File: config.mk
export PLATFORM = sky130hd
export DESIGN_NAME = lsq_mem_scheduler
export DESIGN_NICKNAME = d
export VERILOG_FILES = /design/src/rtl/lsq_mem_scheduler.sv
export SDC_FILE = /design/constraint.sdc
export NUM_CORES = 1
export LEC_CHECK = 0
export BUFFER_PORTS_ARGS = -buffer_cell sky130_fd_sc_hd__buf_4
export CAP_MARGIN = 20
export CORE_ASPECT_RATIO = 0.8
export CORE_MARGIN = 5
export CORE_UTILIZATION = 55
export DETAILED_ROUTE_END_ITERATION = 8
export PLACE_DENSITY = 0.75
export SETUP_SLACK_MARGIN = 0.15
export SYNTH_ARGS = -nofsm -noshare
export SYNTH_HDL_FRONTEND = slang
export SYNTH_SLANG_ARGS = --single-unit
File: constraint.sdc
create_clock -name clk -period 6.9 [get_ports clk]
set_clock_uncertainty 0.2 [all_clocks]
set_input_delay 0.345 -clock clk [delete_from_list [all_inputs] [get_ports clk]]
set_output_delay 0.345 -clock clk [all_outputs]
set_load 0.05 [all_outputs]
File: src/rtl/lsq_mem_scheduler.sv
// lsq_mem_scheduler
//
// Sequences load/store operations issued by the LSQ onto a single-port,
// fixed-latency data memory. It keeps one memory access in flight and
// returns completions on a single writeback port. Issued ops are held in an
// in-order FIFO. Byte loads are sign-extended. Loads already satisfied by LSQ
// forwarding are merged onto the same writeback port.
//
// Optional feature: define LSQ_MEM_BYPASS_EN to route forwarded loads
// (in_from_lsq=1) around the FIFO. They go through a 1-entry bypass register
// and complete out of order. When the macro is undefined, forwarded loads
// queue in order and complete via IDLE -> DONE.
//
// Parameters
//   QDEPTH   request FIFO entries (power of two, >= 2)
//   MEM_LAT  cycles from mem_req to valid mem_rdata (>= 1)
//
// Ports
//   clk, rst        clock; asynchronous active-high reset
//   flush           synchronous drop of queued and in-flight ops
//   in_*            LSQ issue handshake (in_valid/in_ready) and op fields
//   mem_*           registered memory request strobe/fields; mem_rdata returns
//                   MEM_LAT cycles after mem_req
//   wb_*            registered one-cycle completion strobe and fields
module lsq_mem_scheduler #(
    parameter int QDEPTH  = 4,
    parameter int MEM_LAT = 2
) (
    input  logic        clk,
    input  logic        rst,
    input  logic        flush,
    input  logic        in_valid,
    output logic        in_ready,
    input  logic [31:0] in_pc,
    input  logic [5:0]  in_rob,
    input  logic [5:0]  in_dest,
    input  logic [31:0] in_addr,
    input  logic [31:0] in_sw_data,
    input  logic        in_load_store,
    input  logic        in_size,
    input  logic        in_from_lsq,
    input  logic [31:0] in_lw_data,
    output logic        mem_req,
    output logic        mem_we,
    output logic        mem_byte,
    output logic [31:0] mem_addr,
    output logic [31:0] mem_wdata,
    input  logic [31:0] mem_rdata,
    output logic        wb_valid,
    output logic [31:0] wb_pc,
    output logic [31:0] wb_data,
    output logic [5:0]  wb_rob,
    output logic [5:0]  wb_dest,
    output logic        wb_is_store
);

    localparam int AW   = $clog2(QDEPTH);
    localparam int CNTW = AW + 1;
    localparam int CW   = $clog2(MEM_LAT + 1);
    localparam logic [CW-1:0] LAT_M1 = CW'(MEM_LAT - 1);

    typedef enum logic [1:0] {S_IDLE, S_ISSUE, S_WAIT, S_DONE} state_t;

    function automatic logic [31:0] load_ext(input logic [31:0] d, input logic byte_op);
        return byte_op ? {{24{d[7]}}, d[7:0]} : d;
    endfunction

    state_t          state_q, state_d;
    logic [CW-1:0]   cnt_q, cnt_d;
    logic [AW-1:0]   rd_ptr_q, wr_ptr_q;
    logic [CNTW-1:0] count_q;

    logic [31:0] q_pc   [QDEPTH];
    logic [31:0] q_addr [QDEPTH];
    logic [31:0] q_sw   [QDEPTH];
    logic [31:0] q_lw   [QDEPTH];
    logic [5:0]  q_rob  [QDEPTH];
    logic [5:0]  q_dest [QDEPTH];
    logic        q_ls   [QDEPTH];
    logic        q_size [QDEPTH];
    logic        q_fl   [QDEPTH];

    logic        mem_req_q, mem_we_q, mem_byte_q;
    logic        mem_req_d, mem_we_d, mem_byte_d;
    logic [31:0] mem_addr_q, mem_wdata_q, mem_addr_d, mem_wdata_d;

    logic        wb_valid_q, wb_st_q, wb_valid_d, wb_st_d;
    logic [31:0] wb_pc_q, wb_data_q, wb_pc_d, wb_data_d;
    logic [5:0]  wb_rob_q, wb_dest_q, wb_rob_d, wb_dest_d;

    logic        fsm_done;
    logic [31:0] fsm_data;
    logic        fifo_full, fifo_empty, push, pop;

    assign fifo_full  = (count_q == CNTW'(QDEPTH));
    assign fifo_empty = (count_q == '0);

    // Head-of-queue view; the head stays put until DONE exits.
    logic [31:0] h_pc, h_addr, h_sw, h_lw;
    logic [5:0]  h_rob, h_dest;
    logic        h_ls, h_size, h_fl;
    assign h_pc   = q_pc[rd_ptr_q];
    assign h_addr = q_addr[rd_ptr_q];
    assign h_sw   = q_sw[rd_ptr_q];
    assign h_lw   = q_lw[rd_ptr_q];
    assign h_rob  = q_rob[rd_ptr_q];
    assign h_dest = q_dest[rd_ptr_q];
    assign h_ls   = q_ls[rd_ptr_q];
    assign h_size = q_size[rd_ptr_q];
    assign h_fl   = q_fl[rd_ptr_q];

`ifdef LSQ_MEM_BYPASS_EN
    logic        byp_vld_q, byp_vld_d, byp_acc;
    logic [31:0] byp_pc_q, byp_data_q, byp_pc_d, byp_data_d;
    logic [5:0]  byp_rob_q, byp_dest_q, byp_rob_d, byp_dest_d;

    // Forwarded loads are gated by the bypass slot, everything else by the FIFO.
    assign in_ready = !rst && (in_from_lsq ? !byp_vld_q : !fifo_full);
    assign byp_acc  = in_valid && in_ready && in_from_lsq && !flush;
    assign push     = in_valid && in_ready && !in_from_lsq && !flush;
`else
    assign in_ready = !rst && !fifo_full;
    assign push     = in_valid && in_ready && !flush;
`endif
    assign pop = (state_q == S_DONE) && !flush;

    always_ff @(posedge clk) begin
        if (push) begin
            q_pc[wr_ptr_q]   <= in_pc;
            q_addr[wr_ptr_q] <= in_addr;
            q_sw[wr_ptr_q]   <= in_sw_data;
            q_lw[wr_ptr_q]   <= in_lw_data;
            q_rob[wr_ptr_q]  <= in_rob;
            q_dest[wr_ptr_q] <= in_dest;
            q_ls[wr_ptr_q]   <= in_load_store;
            q_size[wr_ptr_q] <= in_size;
            q_fl[wr_ptr_q]   <= in_from_lsq;
        end
    end

    always_ff @(posedge clk or posedge rst) begin
        if (rst) begin
            rd_ptr_q <= '0;
            wr_ptr_q <= '0;
            count_q  <= '0;
        end else if (flush) begin
            rd_ptr_q <= '0;
            wr_ptr_q <= '0;
            count_q  <= '0;
        end else begin
            if (push) wr_ptr_q <= wr_ptr_q + AW'(1);
            if (pop)  rd_ptr_q <= rd_ptr_q + AW'(1);
            count_q <= count_q + CNTW'(push) - CNTW'(pop);
        end
    end

    // Next-state logic. The memory outputs are registered from the transition
    // into ISSUE, so mem_req is high exactly while the FSM sits in ISSUE.
    always_comb begin
        state_d     = state_q;
        cnt_d       = cnt_q;
        mem_req_d   = 1'b0;
        mem_we_d    = 1'b0;
        mem_byte_d  = 1'b0;
        mem_addr_d  = '0;
        mem_wdata_d = '0;
        fsm_done    = 1'b0;
        fsm_data    = '0;
        case (state_q)
            S_IDLE: begin
                if (!fifo_empty) begin
                    if (h_fl) begin
                        state_d  = S_DONE;
                        fsm_done = 1'b1;
                        fsm_data = h_lw;
                    end else begin
                        state_d     = S_ISSUE;
                        mem_req_d   = 1'b1;
                        mem_we_d    = h_ls;
                        mem_byte_d  = h_size;
                        mem_addr_d  = h_addr;
                        mem_wdata_d = h_sw;
                    end
                end
            end
            S_ISSUE: begin
                if (h_ls) begin
                    state_d  = S_DONE;
                    fsm_done = 1'b1;
                end else begin
                    state_d = S_WAIT;
                    cnt_d   = LAT_M1;
                end
            end
            S_WAIT: begin
                // Counter reaches 0 in the cycle mem_rdata is valid.
                if (cnt_q == '0) begin
                    state_d  = S_DONE;
                    fsm_done = 1'b1;
                    fsm_data = load_ext(mem_rdata, h_size);
                end else begin
                    cnt_d = cnt_q - CW'(1);
                end
            end
            S_DONE:  state_d = S_IDLE;
            default: state_d = S_IDLE;
        endcase
        if (flush) begin
            state_d     = S_IDLE;
            cnt_d       = '0;
            mem_req_d   = 1'b0;
            mem_we_d    = 1'b0;
            mem_byte_d  = 1'b0;
            mem_addr_d  = '0;
            mem_wdata_d = '0;
            fsm_done    = 1'b0;
            fsm_data    = '0;
        end
    end

    // Writeback arbitration: the FSM completion always wins the port.
    always_comb begin
        wb_valid_d = 1'b0;
        wb_pc_d    = '0;
        wb_data_d  = '0;
        wb_rob_d   = '0;
        wb_dest_d  = '0;
        wb_st_d    = 1'b0;
        if (fsm_done) begin
            wb_valid_d = 1'b1;
            wb_pc_d    = h_pc;
            wb_data_d  = fsm_data;
            wb_rob_d   = h_rob;
            wb_dest_d  = h_dest;
            wb_st_d    = h_ls;
        end
`ifdef LSQ_MEM_BYPASS_EN
        byp_vld_d  = byp_vld_q;
        byp_pc_d   = byp_pc_q;
        byp_data_d = byp_data_q;
        byp_rob_d  = byp_rob_q;
        byp_dest_d = byp_dest_q;
        if (flush) begin
            byp_vld_d = 1'b0;
        end else if (!fsm_done) begin
            if (byp_vld_q) begin
                wb_valid_d = 1'b1;
                wb_pc_d    = byp_pc_q;
                wb_data_d  = byp_data_q;
                wb_rob_d   = byp_rob_q;
                wb_dest_d  = byp_dest_q;
                byp_vld_d  = 1'b0;
            end else if (byp_acc) begin
                // Port is free: complete the forwarded load without parking it.
                wb_valid_d = 1'b1;
                wb_pc_d    = in_pc;
                wb_data_d  = in_lw_data;
                wb_rob_d   = in_rob;
                wb_dest_d  = in_dest;
            end
        end else if (byp_acc) begin
            byp_vld_d  = 1'b1;
            byp_pc_d   = in_pc;
            byp_data_d = in_lw_data;
            byp_rob_d  = in_rob;
            byp_dest_d = in_dest;
        end
`endif
    end

    always_ff @(posedge clk or posedge rst) begin
        if (rst) begin
            state_q     <= S_IDLE;
            cnt_q       <= '0;
            mem_req_q   <= 1'b0;
            mem_we_q    <= 1'b0;
            mem_byte_q  <= 1'b0;
            mem_addr_q  <= '0;
            mem_wdata_q <= '0;
            wb_valid_q  <= 1'b0;
            wb_pc_q     <= '0;
            wb_data_q   <= '0;
            wb_rob_q    <= '0;
            wb_dest_q   <= '0;
            wb_st_q     <= 1'b0;
`ifdef LSQ_MEM_BYPASS_EN
            byp_vld_q   <= 1'b0;
            byp_pc_q    <= '0;
            byp_data_q  <= '0;
            byp_rob_q   <= '0;
            byp_dest_q  <= '0;
`endif
        end else begin
            state_q     <= state_d;
            cnt_q       <= cnt_d;
            mem_req_q   <= mem_req_d;
            mem_we_q    <= mem_we_d;
            mem_byte_q  <= mem_byte_d;
            mem_addr_q  <= mem_addr_d;
            mem_wdata_q <= mem_wdata_d;
            wb_valid_q  <= wb_valid_d;
            wb_pc_q     <= wb_pc_d;
            wb_data_q   <= wb_data_d;
            wb_rob_q    <= wb_rob_d;
            wb_dest_q   <= wb_dest_d;
            wb_st_q     <= wb_st_d;
`ifdef LSQ_MEM_BYPASS_EN
            byp_vld_q   <= byp_vld_d;
            byp_pc_q    <= byp_pc_d;
            byp_data_q  <= byp_data_d;
            byp_rob_q   <= byp_rob_d;
            byp_dest_q  <= byp_dest_d;
`endif
        end
    end

    assign mem_req     = mem_req_q;
    assign mem_we      = mem_we_q;
    assign mem_byte    = mem_byte_q;
    assign mem_addr    = mem_addr_q;
    assign mem_wdata   = mem_wdata_q;
    assign wb_valid    = wb_valid_q;
    assign wb_pc       = wb_pc_q;
    assign wb_data     = wb_data_q;
    assign wb_rob      = wb_rob_q;
    assign wb_dest     = wb_dest_q;
    assign wb_is_store = wb_st_q;

endmodule

==> summary.txt, run 1 <==
Min path
  • Worst Hold Launch: mem_rdata[27]
  • HP Class: in -> reg
  • Cell depth of the worst hold path: 4
  • Hold EP: wb_data[27]

Die
  • DIE AREA: between 50000 and 60000 sq um
  • Die Y: 206 um
  • Row cnt: 71
  • Starting Density: 56.0%
  • Core box area: 47300 sq um
  • Chip width: between 200 and 300 um
  • I/O Pins: about 330

Yosys
  • Top cells by area, synth: edfxtp_1, dfrtp_1, mux4_2
  • Main synth FF type: edfxtp_1
  • Synthesized net count: 1428
  • Compound-gate portion of the synthesized area: 1.50%
  • Ys Warns: 0
  • Most area-hungry cell type in the Yosys netlist: edfxtp_1
  • Syn Area/Cell: 21.4 sq um
  • Post-synth cell types: 36
  • Synth Area in Adders: 0.643%
  • Number of flops mapped to enable cells by yosys: 572
  • Synth Area in XOR/XNOR: less than 1%
  • Synth Area in Simple Gates: ~4.4%
  • Async SR Flop Fraction: a little over a fifth
  • Largest family of logic cells by synthesized area: multiplexers
  • Multiplexer share of the synthesized area: 12.4%
  • Seq cells post-synth: roughly 730
  • Post-synth top area share: 64.9%
  • Post-synthesis sequential area ratio: 79.7%
  • Cells after Synth: 1236
  • Synth Cell Area: 26500 sq um

Route
  • Final WL: 56700 um
  • Post-route ant nets: 0
  • 1st-iter DRT viols: between 1000 and 1500
  • Routed vias/inst: around 5.6
  • Drt drc: 0
  • Drt first pass iters: 5
  • WL/cell: 23.2 um
  • Vias post-DR: 13600

STA
  • Worst hold slack: 0.0587 ns
  • Final setup fails: 0
  • Fmax: between 200 and 300 MHz
  • Final slew viol count: 0
  • Period utilization: 53.4%
  • Rel. slew slack: a little under a third
  • Worst-margin pin slew: 1.03 ns
  • Final setup margin: between 3 and 4 ns
  • Final Hold Viols: 0
  • Final worst path period need: 3.69 ns
  • Setup TNS: 0 ns
  • RSZ-0062 raised after global routing: false

Setup path
  • R2R Path Start: rd_ptr_q[1]
  • Crit path max fanout: 58
  • CP Class: reg -> reg
  • WP data required: 7.14 ns
  • Worst r2r dst: wb_pc[21]
  • Worst path arrival time: 3.93 ns
  • Reg2Reg Depth: 6
  • R2r setup slk: between 3 and 4 ns
  • Critical Path Start Type: register
  • CP Capture Type: register

Global routing
  • Most used routing layer: met2
  • Initial antenna violation count: 8
  • Largest net degree at the start of global routing: 144
  • Met1 usage: 30.0%
  • Met3 usage: under 10%
  • Remaining Overflow, GRT: 0
  • Via count of the first global-routing pass: 14600
  • Tot GR Track Use: 21.8%
  • M2 GR Usage: around 36%
  • First-pass GRT wire length: 86200 um

Clock tree
  • Reg clk slew, reported paths: 0.06 ns
  • CTS Buf Count: 70
  • CTS Buffer Depth: 3
  • Worst skew pair latency: 0.58 ns
  • Post-CTS Resized: 0
  • CTS H-Tree Depth: 3
  • CTS tree: built
  • CTS Sinks: 728
  • Root Buffer: clkbuf_16

Finish
  • Layout cells sized above 1: between 30% and 40%
  • Area of the multi-input gates: 5050 sq um
  • Most common cell after layout, fill and taps aside: edfxtp_1
  • Nets: 1953
  • Most frequent cells in the layout: edfxtp_1, buf_4, dlygate4sd3_1
  • Register area: 21100 sq um
  • Fillers: around 2800
  • Fin util: 71.1%
  • Area Growth Syn to Fin: 26.9%

Status
  • Status: finished, final reports clean

Power and ir drop
  • Pleak: 12.2 nW
  • P per Cell Area: 306 nW/um^2
  • Clock share of power: a little over a third
  • Net Sw Frac: 24.8%
  • Seq pwr share: 49.0%
  • VDD IR max: about 240 uV
  • Internal power: just under 0.008 W
  • NetSw: 0.00255 W
  • Comb pwr share: between 10% and 20%

Run
  • Max-cap violations: 0

Place
  • Gpl congestion: 0.751
  • Worst slack at placement: between 3 and 4 ns
  • HPWL after detailed placement: 29900 um
  • Port Buffers: 324
==> kinds of logic (layout without fill, tap and decap cells) <==
kind of cell	count (synthesis)	after routing
other	0	6
AOI/OAI and AO/OA	69	69
and+or+nand+nor	200	200
DFF	728	728
buffers and inverters	72	650
muxes	149	149
adders and majority gates	13	13
xor gates and xnor gates	5	5
==> synthesized netlist by cell type (3+ instances only) <==
cell        n
a21oi_1    27
a22oi_1     8
and2_1      4
and2b_1    15
buf_2      25
buf_6       5
clkbuf_1   28
dfrtp_1   156
edfxtp_1  572
ha_1       12
inv_1      13
mux2i_1     6
mux4_2    142
nand2_1    29
nor2_1     22
nor2b_1   121
o21ai_0    25
xnor2_1     3
==> worst max-delay path by stage <==
| stage | start | end | slack (ns) | cells after the start |
|---|---|---|---|---|
| global placement | rd_ptr_q[1] | wb_pc[19] | 3.30 | 6 |
| global route | rd_ptr_q[1] | wb_pc[15] | 2.99 | 6 |
| finish | rd_ptr_q[1] | wb_pc[21] | 3.21 | 6 |
| floorplan | count_q[1] | q_addr[0][0] | 1.72 | 4 |
| CTS | rd_ptr_q[1] | wb_pc[8] | 3.16 | 6 |
| detailed placement | rd_ptr_q[1] | wb_pc[3] | 3.20 | 6 |
==> registers in the layout (all words and copies together), names as in the netlist, 32 cells and up <==
signal	flops
q_addr	128
q_lw	128
q_pc	128
q_sw	128
mem_addr	32
mem_wdata	32
wb_data	32
wb_pc	32
==> power groups by stage <==
| stage | Combinational [W] | Sequential, W | Clock, W |
|---|---|---|---|
| CTS | 0.00153 | 0.00504 | 0.00380 |
| floorplan | 0.000634 | 0.00543 | 0 |
| detailed placement | 0.00143 | 0.00512 | 0 |
| global placement | 0.00140 | 0.00512 | 0 |
| finish | 0.00151 | 0.00503 | 0.00372 |
| global route | 0.00162 | 0.00505 | 0.00401 |
==> per-stage QoR <==
| step | area [sq um] | power, W | cells |
|---|---|---|---|
| floorplan | 26500 | 0.00606 | 1236 |
| global placement | 29600 | 0.00651 | 2134 |
| detailed placement | 29600 | 0.00655 | 2135 |
| CTS | 33500 | 0.0104 | 2433 |
| global route | 33600 | 0.0107 | 2440 |
| finish | 33600 | 0.0103 | 2440 |
==> worst max-delay path, stage by stage, from the launching register on <==
cell	delay, ns
dfrtp_4	0.80
buf_4	0.80
mux2i_1	0.38
o221ai_1	0.37
o21ai_4	0.24
buf_4	0.51
nor2b_1	0.13
==> routing by layer <==
metal  share of wire (%)  up-vias
met5               0.051        -
met3                 6.1      102
met4                 2.4        4
li1                    -     5895
met1                  41     7162
met2                  50      476
==> repair_timing <==
item	4_1_cts	5_1_grt
buffers inserted	0	0
hold buffers	173	0
endpoints found under the hold margin	717	0
==> final cells by class <==
cell class	instances	area share, %
repair buffers	512	13.0
clock buffers	106	6.04
well taps	620	2.31
inverters	13	0.160
flip-flops and latches	728	62.8
diodes	6	0.0447
clock inverters	19	0.604
multi-input cells	436	15.0
Power figures use the tool's default switching activity.
==> inputs of run 2 (changes only) <==
ABC_AREA = 1   (was not set)
CORE_UTILIZATION = 52   (was 55)
PLACE_DENSITY = 0.74   (was 0.75)
clock period = 3.01 ns   (was 6.9 ns; I/O delays follow)
==> run 2 against run 1 <==
Compared with the run above: clock-buffer cell count is 10 lower; flip-flop and latch count unchanged; sequential share of layout area shrank 2.3 points; critical path depth grew 6; hold slack improved by 0.024 ns; critical endpoint is now count_q[2].
==> summary.txt, run 2 <==
Setup path
  • CP Buf/Inv Count: 4 (was 2)
  • CP Cell Sequence: inv_2, a31oi_4, nand2_2, nor2_4, inv_4, ha_1, inv_1, ha_1, inv_1, fa_1, o21ai_0, a21oi_1 (was buf_4, mux2i_1, o221ai_1, o21ai_4, buf_4, nor2b_1)
  • CP max stage delay: 0.44 ns (was 0.80 ns)
  • Critical Path Start Type: register (unchanged)
  • Worst path arrival time: 2.78 ns (was 3.93 ns)
  • R2R Path Start: count_q[1] (was rd_ptr_q[1])
  • Reg2Reg Depth: 12 (was 6)
  • CP Class: reg -> reg (unchanged)
  • CP Capture Type: register (unchanged)
  • Worst path slowest cell: dfrtp_1 (was dfrtp_4)
  • WP data required: 3.29 ns (was 7.14 ns)
  • CP top delay family: adder cells (was buffers and inverters)
  • CP startpoint: count_q[1] (was rd_ptr_q[1])
  • R2r setup slk: 0.51 ns (was 3.21 ns)
  • Crit path max fanout: 5 (was 58)
  • Worst r2r dst: count_q[2] (was wb_pc[21])

Finish
  • Nets: 2867 (was 1953)
  • Fin util: 66.5% (was 71.1%)
  • Layout cells sized above 1: 18.8% (was 32.7%)
  • Area Growth Syn to Fin: 26.6% (was 26.9%)
  • Most frequent cells in the layout: edfxtp_1, nor2_1, buf_4 (was edfxtp_1, buf_4, dlygate4sd3_1)
  • Most common cell after layout, fill and taps aside: edfxtp_1 (unchanged)

Yosys
  • Synth Area in XOR/XNOR: 0.0318% (was 0.166%)
  • Post-synth top area share: 62.3% (was 64.9%)
  • Most area-hungry cell type in the Yosys netlist: edfxtp_1 (unchanged)
  • Number of flops mapped to enable cells by yosys: 572 (unchanged)
  • Largest family of logic cells by synthesized area: simple AND/OR/NAND/NOR gates (was multiplexers)
  • Synth Cell Area: 27500 sq um (was 26500 sq um)
  • Most common library cells after synthesis: edfxtp_1, nor2_1, o21ai_0 (was edfxtp_1, dfrtp_1, mux4_2)
  • Cells after Synth: 2188 (was 1236)
  • Syn Area/Cell: 12.6 sq um (was 21.4 sq um)
  • Synthesized net count: 2380 (was 1428)
  • Async SR Flop Fraction: 21.4% (unchanged)
  • Compound-gate portion of the synthesized area: 7.44% (was 1.50%)
  • Most common cell in the synthesized netlist: edfxtp_1 (unchanged)
  • Post-synth cell types: 28 (was 36)
  • Synth Area in Simple Gates: 11.8% (was 4.37%)
  • Main synth FF type: edfxtp_1 (unchanged)
  • Seq cells post-synth: 728 (unchanged)
  • Ys Warns: 0 (unchanged)
  • Top cells by area, synth: edfxtp_1, dfrtp_1, nor2_1 (was edfxtp_1, dfrtp_1, mux4_2)
  • Post-synthesis sequential area ratio: 76.5% (was 79.7%)
  • Multiplexer share of the synthesized area: 0% (was 12.4%)
  • Synth Area in Adders: 0.618% (was 0.643%)

Route
  • Post-route ant nets: 0 (unchanged)
  • DR WL met3: 4750 um (was 3450 um)
  • Routed vias/inst: 5.29 (was 5.59)
  • Metal-1 WL: 26200 um (was 23200 um)
  • Met2 wire len: 32400 um (was 28600 um)
  • 1st-iter DRT viols: 1559 (was 1053)
  • Final WL: 65100 um (was 56700 um)
  • Highest metal used: met4 (was met5)
  • Vias post-DR: 18100 (was 13600)
  • Drt first pass iters: 5 (unchanged)
  • WL/cell: 19.0 um (was 23.2 um)
  • Drt drc: 0 (unchanged)

Status
  • Status: finished, final reports clean (unchanged)

STA
  • RSZ-0062 raised after global routing: false (unchanged)
  • Rel. slew slack: 35.8% (was 31.5%)
  • Final setup margin: 0.513 ns (was 3.21 ns)
  • Final worst path period need: 2.50 ns (was 3.69 ns)
  • Period utilization: 82.9% (was 53.4%)
  • Final setup fails: 0 (unchanged)
  • Final Hold Viols: 0 (unchanged)
  • Fmax: 401 MHz (was 271 MHz)
  • Worst-margin pin slew: 0.964 ns (was 1.03 ns)
  • Final slew viol count: 0 (unchanged)
  • Worst hold slack: 0.0825 ns (was 0.0587 ns)

Place
  • Gpl congestion: 0.800 (was 0.751)
  • Port Buffers: 324 (unchanged)
  • HPWL after detailed placement: 35800 um (was 29900 um)
  • Worst slack at placement: 0.366 ns (was 3.20 ns)

Global routing
  • First-pass GRT wire length: 99900 um (was 86200 um)
  • Tot GR Track Use: 22.0% (was 21.8%)
  • Via count of the first global-routing pass: 18400 (was 14600)
  • Initial antenna violation count: 5 (was 8)
  • Remaining Overflow, GRT: 0 (unchanged)
  • Largest net degree at the start of global routing: 187 (was 144)

Clock tree
  • CTS Buf Count: 71 (was 70)
  • CTS tree: built (unchanged)
  • Worst skew pair latency: 0.60 ns (was 0.58 ns)
  • CTS Buffer Depth: 3 (unchanged)
  • CTS Sinks: 728 (unchanged)
  • CTS H-Tree Depth: 3 (unchanged)
  • Root Buffer: clkbuf_16 (unchanged)
  • Reg clk slew, reported paths: 0.06 ns (about the same)

Min path
  • Worst Hold Launch: in_pc[30] (was mem_rdata[27])
  • Hold EP: q_pc[3][30] (was wb_data[27])
  • Cell depth of the worst hold path: 2 (was 4)
  • HP Class: in -> reg (unchanged)

Die
  • Starting Density: 52.5% (was 56.0%)
  • Core box area: 52500 sq um (was 47300 sq um)
  • I/O Pins: 325 (unchanged)
  • DIE AREA: 57700 sq um (was 52600 sq um)
  • Row cnt: 75 (was 71)
  • Chip width: 267 um (was 255 um)
  • Die Y: 216 um (was 206 um)

Power and ir drop
  • P per Cell Area: 701 nW/um^2 (was 306 nW/um^2)
  • VDD IR max: 581 uV (was 241 uV)
  • Pleak: 14.0 nW (was 12.2 nW)

Run
  • Max-cap violations: 0 (unchanged)
## run 2: kinds of logic (layout without fill, tap and decap cells)
family,count (synthesis),in the layout
compound gates,398,398
buf+inv,220,764
simple gates,828,828
other cells,0,5
flops,728,728
fa+ha+maj,13,13
xor+xnor,1,1
## run 2: area by class of cell
cell class	count	area [sq um]
antenna	5	12.5
clock buffer	96	1960
clock inverter	34	267
fill	3576	17600
inverter	94	367
multi-input combinational	1240	5560
sequential	728	21100
tap	693	867
timing repair buffer	540	4760
## run 2: report_power, final
part	switching [W]	internal [W]	leakage, nW	total, W
registers	0.000185	0.0113	7.32	0.0115
logic	0.00311	0.00134	5.53	0.00445
clock network	0.00364	0.00486	1.10	0.00851
total	0.00694	0.0175	14.0	0.0245
## run 2: worst max-delay path by stage
stage,to,cells after the start
after floorplan,q_addr[0][0],6
after global placement,wb_data[30],9
after detailed placement,wb_data[28],9
after CTS,wb_data[28],9
after global routing,count_q[2],12
final,count_q[2],12
## run 2: timing repair
action / in CTS / in global routing
setup endpoints to repair: 0 / 11
hold endpoints to repair: 773 / 0
hold buffers: 178 / 0
gates resized for setup: 0 / 1
setup buffers: 0 / 0
## run 2: layer usage
layer / up-vias / global-route usage, %
li1: 8489 / -
met1: 8821 / 29.1
met2: 696 / 36.9
met3: 138 / 4.44
met4: 0 / 7.54
met5: - / 0
## run 2: through the flow
stage          instance area (sq um)  power, W  TNS [ns]  std cells
2_1_floorplan                  27600    0.0145   -515.44       2188
3_3_place_gp                   30800    0.0158         0       3116
3_5_place_dp                   30800    0.0159         0       3116
4_1_cts                        34800    0.0246         0       3424
5_1_grt                        34900    0.0254         0       3428
6_report                       34900    0.0245         0       3430
## run 2: worst register-to-register path, delay by kind of cell (launching register included)
kind            cells  cell delay (ns)
simple gates        2             0.22
flops               1             0.44
fa+ha+maj           3             0.83
buf+inv             4             0.27
compound gates      3             0.42
==> inputs of run 3 (changes only) <==
ABC_AREA = 0   (was 1)
CORE_UTILIZATION = 55   (was 52)
PLACE_DENSITY = 0.75   (was 0.74)
clock period = 2.6 ns   (was 3.01 ns; I/O delays follow)
==> run 3 against run 2 <==
Compared with the run above: cell area fell by 2.1%; critical path depth fell by 8; power rose by 12%; critical path type unchanged; combinational power fell by 6.3%; highest routed layer is now met5; largest cell class unchanged.
==> summary.txt, run 3 (synthesis gave the netlist of run 1 again) <==
Status
  • Status: finished, final reports clean (unchanged)

Finish
  • Nets: 1995 (was 2867)
  • Final Cell Area: 34100 sq um (was 34900 sq um)
  • Register area: 21100 sq um (about the same)
  • Most common cell after layout, fill and taps aside: edfxtp_1 (unchanged)
  • Fillers: 2729 (was 3576)
  • Post-Layout Cell Count: 2484 (was 3430)
  • Layout cells sized above 1: 34.5% (was 18.8%)
  • Most frequent cells in the layout: edfxtp_1, buf_4, dlygate4sd3_1 (was edfxtp_1, nor2_1, buf_4)
  • Area of the multi-input gates: 5070 sq um (was 5560 sq um)
  • Area Growth Syn to Fin: 29.1% (was 26.6%)

Die
  • Core box area: 47300 sq um (was 52500 sq um)
  • Row cnt: 71 (was 75)
  • DIE AREA: 52600 sq um (was 57700 sq um)
  • Die Y: 206 um (was 216 um)
  • Chip width: 255 um (was 267 um)
  • Starting Density: 56.0% (was 52.5%)
  • I/O Pins: 325 (unchanged)

Global routing
  • Remaining Overflow, GRT: 0 (unchanged)
  • First-pass GRT wire length: 86600 um (was 99900 um)
  • Via count of the first global-routing pass: 14700 (was 18400)
  • Largest net degree at the start of global routing: 64 (was 187)
  • Initial antenna violation count: 8 (was 5)
  • Tot GR Track Use: 21.9% (was 22.0%)

Power and ir drop
  • VDD IR max: 957 uV (was 581 uV)
  • Pleak: 12.5 nW (was 14.0 nW)
  • Design Power: 0.0275 W (was 0.0245 W)
  • P per Cell Area: 804 nW/um^2 (was 701 nW/um^2)

STA
  • Fmax: 412 MHz (was 401 MHz)
  • Final setup fails: 0 (unchanged)
  • Period utilization: 93.3% (was 82.9%)
  • Final setup margin: 0.175 ns (was 0.513 ns)
  • Final Hold Viols: 0 (unchanged)
  • Worst-margin pin slew: 0.855 ns (was 0.964 ns)
  • Rel. slew slack: 42.9% (was 35.8%)
  • RSZ-0062 raised after global routing: true (was false)
  • Setup TNS: 0 ns (unchanged)
  • Final worst path period need: 2.43 ns (was 2.50 ns)
  • Final slew viol count: 0 (unchanged)

Place
  • Gpl congestion: 0.780 (was 0.800)
  • Post-DP Area: 30000 sq um (was 30800 sq um)
  • Port Buffers: 324 (unchanged)
  • HPWL after detailed placement: 32900 um (was 35800 um)
  • Placed Cells incl. Taps: 2170 (was 3116)
  • Worst slack at placement: 0.122 ns (was 0.366 ns)

Setup path
  • Worst path slowest cell: mux4_2 (was dfrtp_1)
  • Crit path max fanout: 52 (was 5)
  • Worst path arrival time: 2.75 ns (was 2.78 ns)
  • CP Capture Type: register (unchanged)
  • CP Class: reg -> reg (unchanged)
  • CP Cell Sequence: mux4_2, or4b_4, buf_12, and2b_1 (was inv_2, a31oi_4, nand2_2, nor2_4, inv_4, ha_1, inv_1, ha_1, inv_1, fa_1, o21ai_0, a21oi_1)
  • CP Buf/Inv Count: 1 (was 4)
  • CP top delay family: simple AND/OR/NAND/NOR gates (was adder cells)
  • CP max stage delay: 0.57 ns (was 0.44 ns)
  • WP data required: 2.92 ns (was 3.29 ns)
  • Critical Path Start Type: register (unchanged)

Clock tree
  • Worst skew pair latency: 0.59 ns (was 0.60 ns)
  • Root Buffer: clkbuf_16 (unchanged)
  • CTS H-Tree Depth: 3 (unchanged)
  • CTS tree: built (unchanged)
  • CTS Buffer Depth: 3 (unchanged)
  • Reg clk slew, reported paths: 0.06 ns (about the same)
  • CTS Buf Count: 69 (was 71)
  • CTS Sinks: 728 (unchanged)

Min path
  • HP Class: in -> reg (unchanged)

Route
  • Final WL: 57300 um (was 65100 um)
  • Post-route ant nets: 0 (unchanged)
  • WL/cell: 23.1 um (was 19.0 um)
  • Vias post-DR: 13700 (was 18100)
  • 1st-iter DRT viols: 901 (was 1559)
  • Routed vias/inst: 5.50 (was 5.29)
  • Drt drc: 0 (unchanged)
  • Drt first pass iters: 5 (unchanged)

Run
  • Max-cap violations: 0 (unchanged)
[run 3: cell count changes in the layout (fill, tap and decap cells not counted), sizes merged, moves of 80 or more]
| cell | before | now |
|---|---|---|
| nor2 | 541 | 22 |
| o21ai | 285 | 26 |
| nand2 | 241 | 29 |
| mux4 | 0 | 142 |
| nor2b | 0 | 122 |
| inv | 98 | 18 |
[run 3: routing by layer]
layer,share of wire (%),GRT usage [%],wire (um)
met1,40,29.7,23000
met2,51,36.6,29400
met3,6.3,5.07,3640
met4,2.2,5.68,1260
met5,0.072,0,41
[run 3: through the flow]
step | util (%) | hold WS (ns)
floorplan | - | -0.00436
detailed placement | 63.6 | 0.132
global route | 72.2 | 0.0581
CTS | 72.1 | 0.0341
global placement | 63.6 | 0.129
finish | 72.2 | 0.0797
[run 3: area by class of cell]
class / instances / area share, %
diodes: 5 / 0.0366
flip-flops and latches: 728 / 61.8
repair buffers: 555 / 14.3
inverters: 13 / 0.154
clock inverters: 34 / 0.997
multi-input cells: 436 / 14.8
well taps: 620 / 2.27
clock buffers: 93 / 5.62
[run 3: what timing repair did]
item,4_1_cts,5_1_grt
endpoints found under the hold margin,644,0
setup endpoints to repair,2,33
hold buffers,178,0
pin swaps,0,2
buffers inserted,1,3
resized for setup,1,3
[run 3: power breakdown]
part | switching (W) | total [W] | internal (W)
sequential | 0.000212 | 0.0133 | 0.0131
combinational | 0.00248 | 0.00417 | 0.00169
clock | 0.00416 | 0.00998 | 0.00582
[run 3: path summary, 6_finish.rpt]
path / from / end / slack [ns] / cells past startpoint
max: rd_ptr_q[0] / mem_wdata[15] / 0.17 / 4
min: in_pc[24] / q_pc[2][24] / 0.08 / 2
max reg2reg: rd_ptr_q[0] / mem_wdata[15] / 0.17 / 4
min reg2reg: cnt_q[0] / cnt_q[0] / 0.37 / 3
max in group asynchronous: rst / wb_pc[4] / 1.30 / 4
min in group asynchronous: rst / wb_data[7] / 0.10 / 3
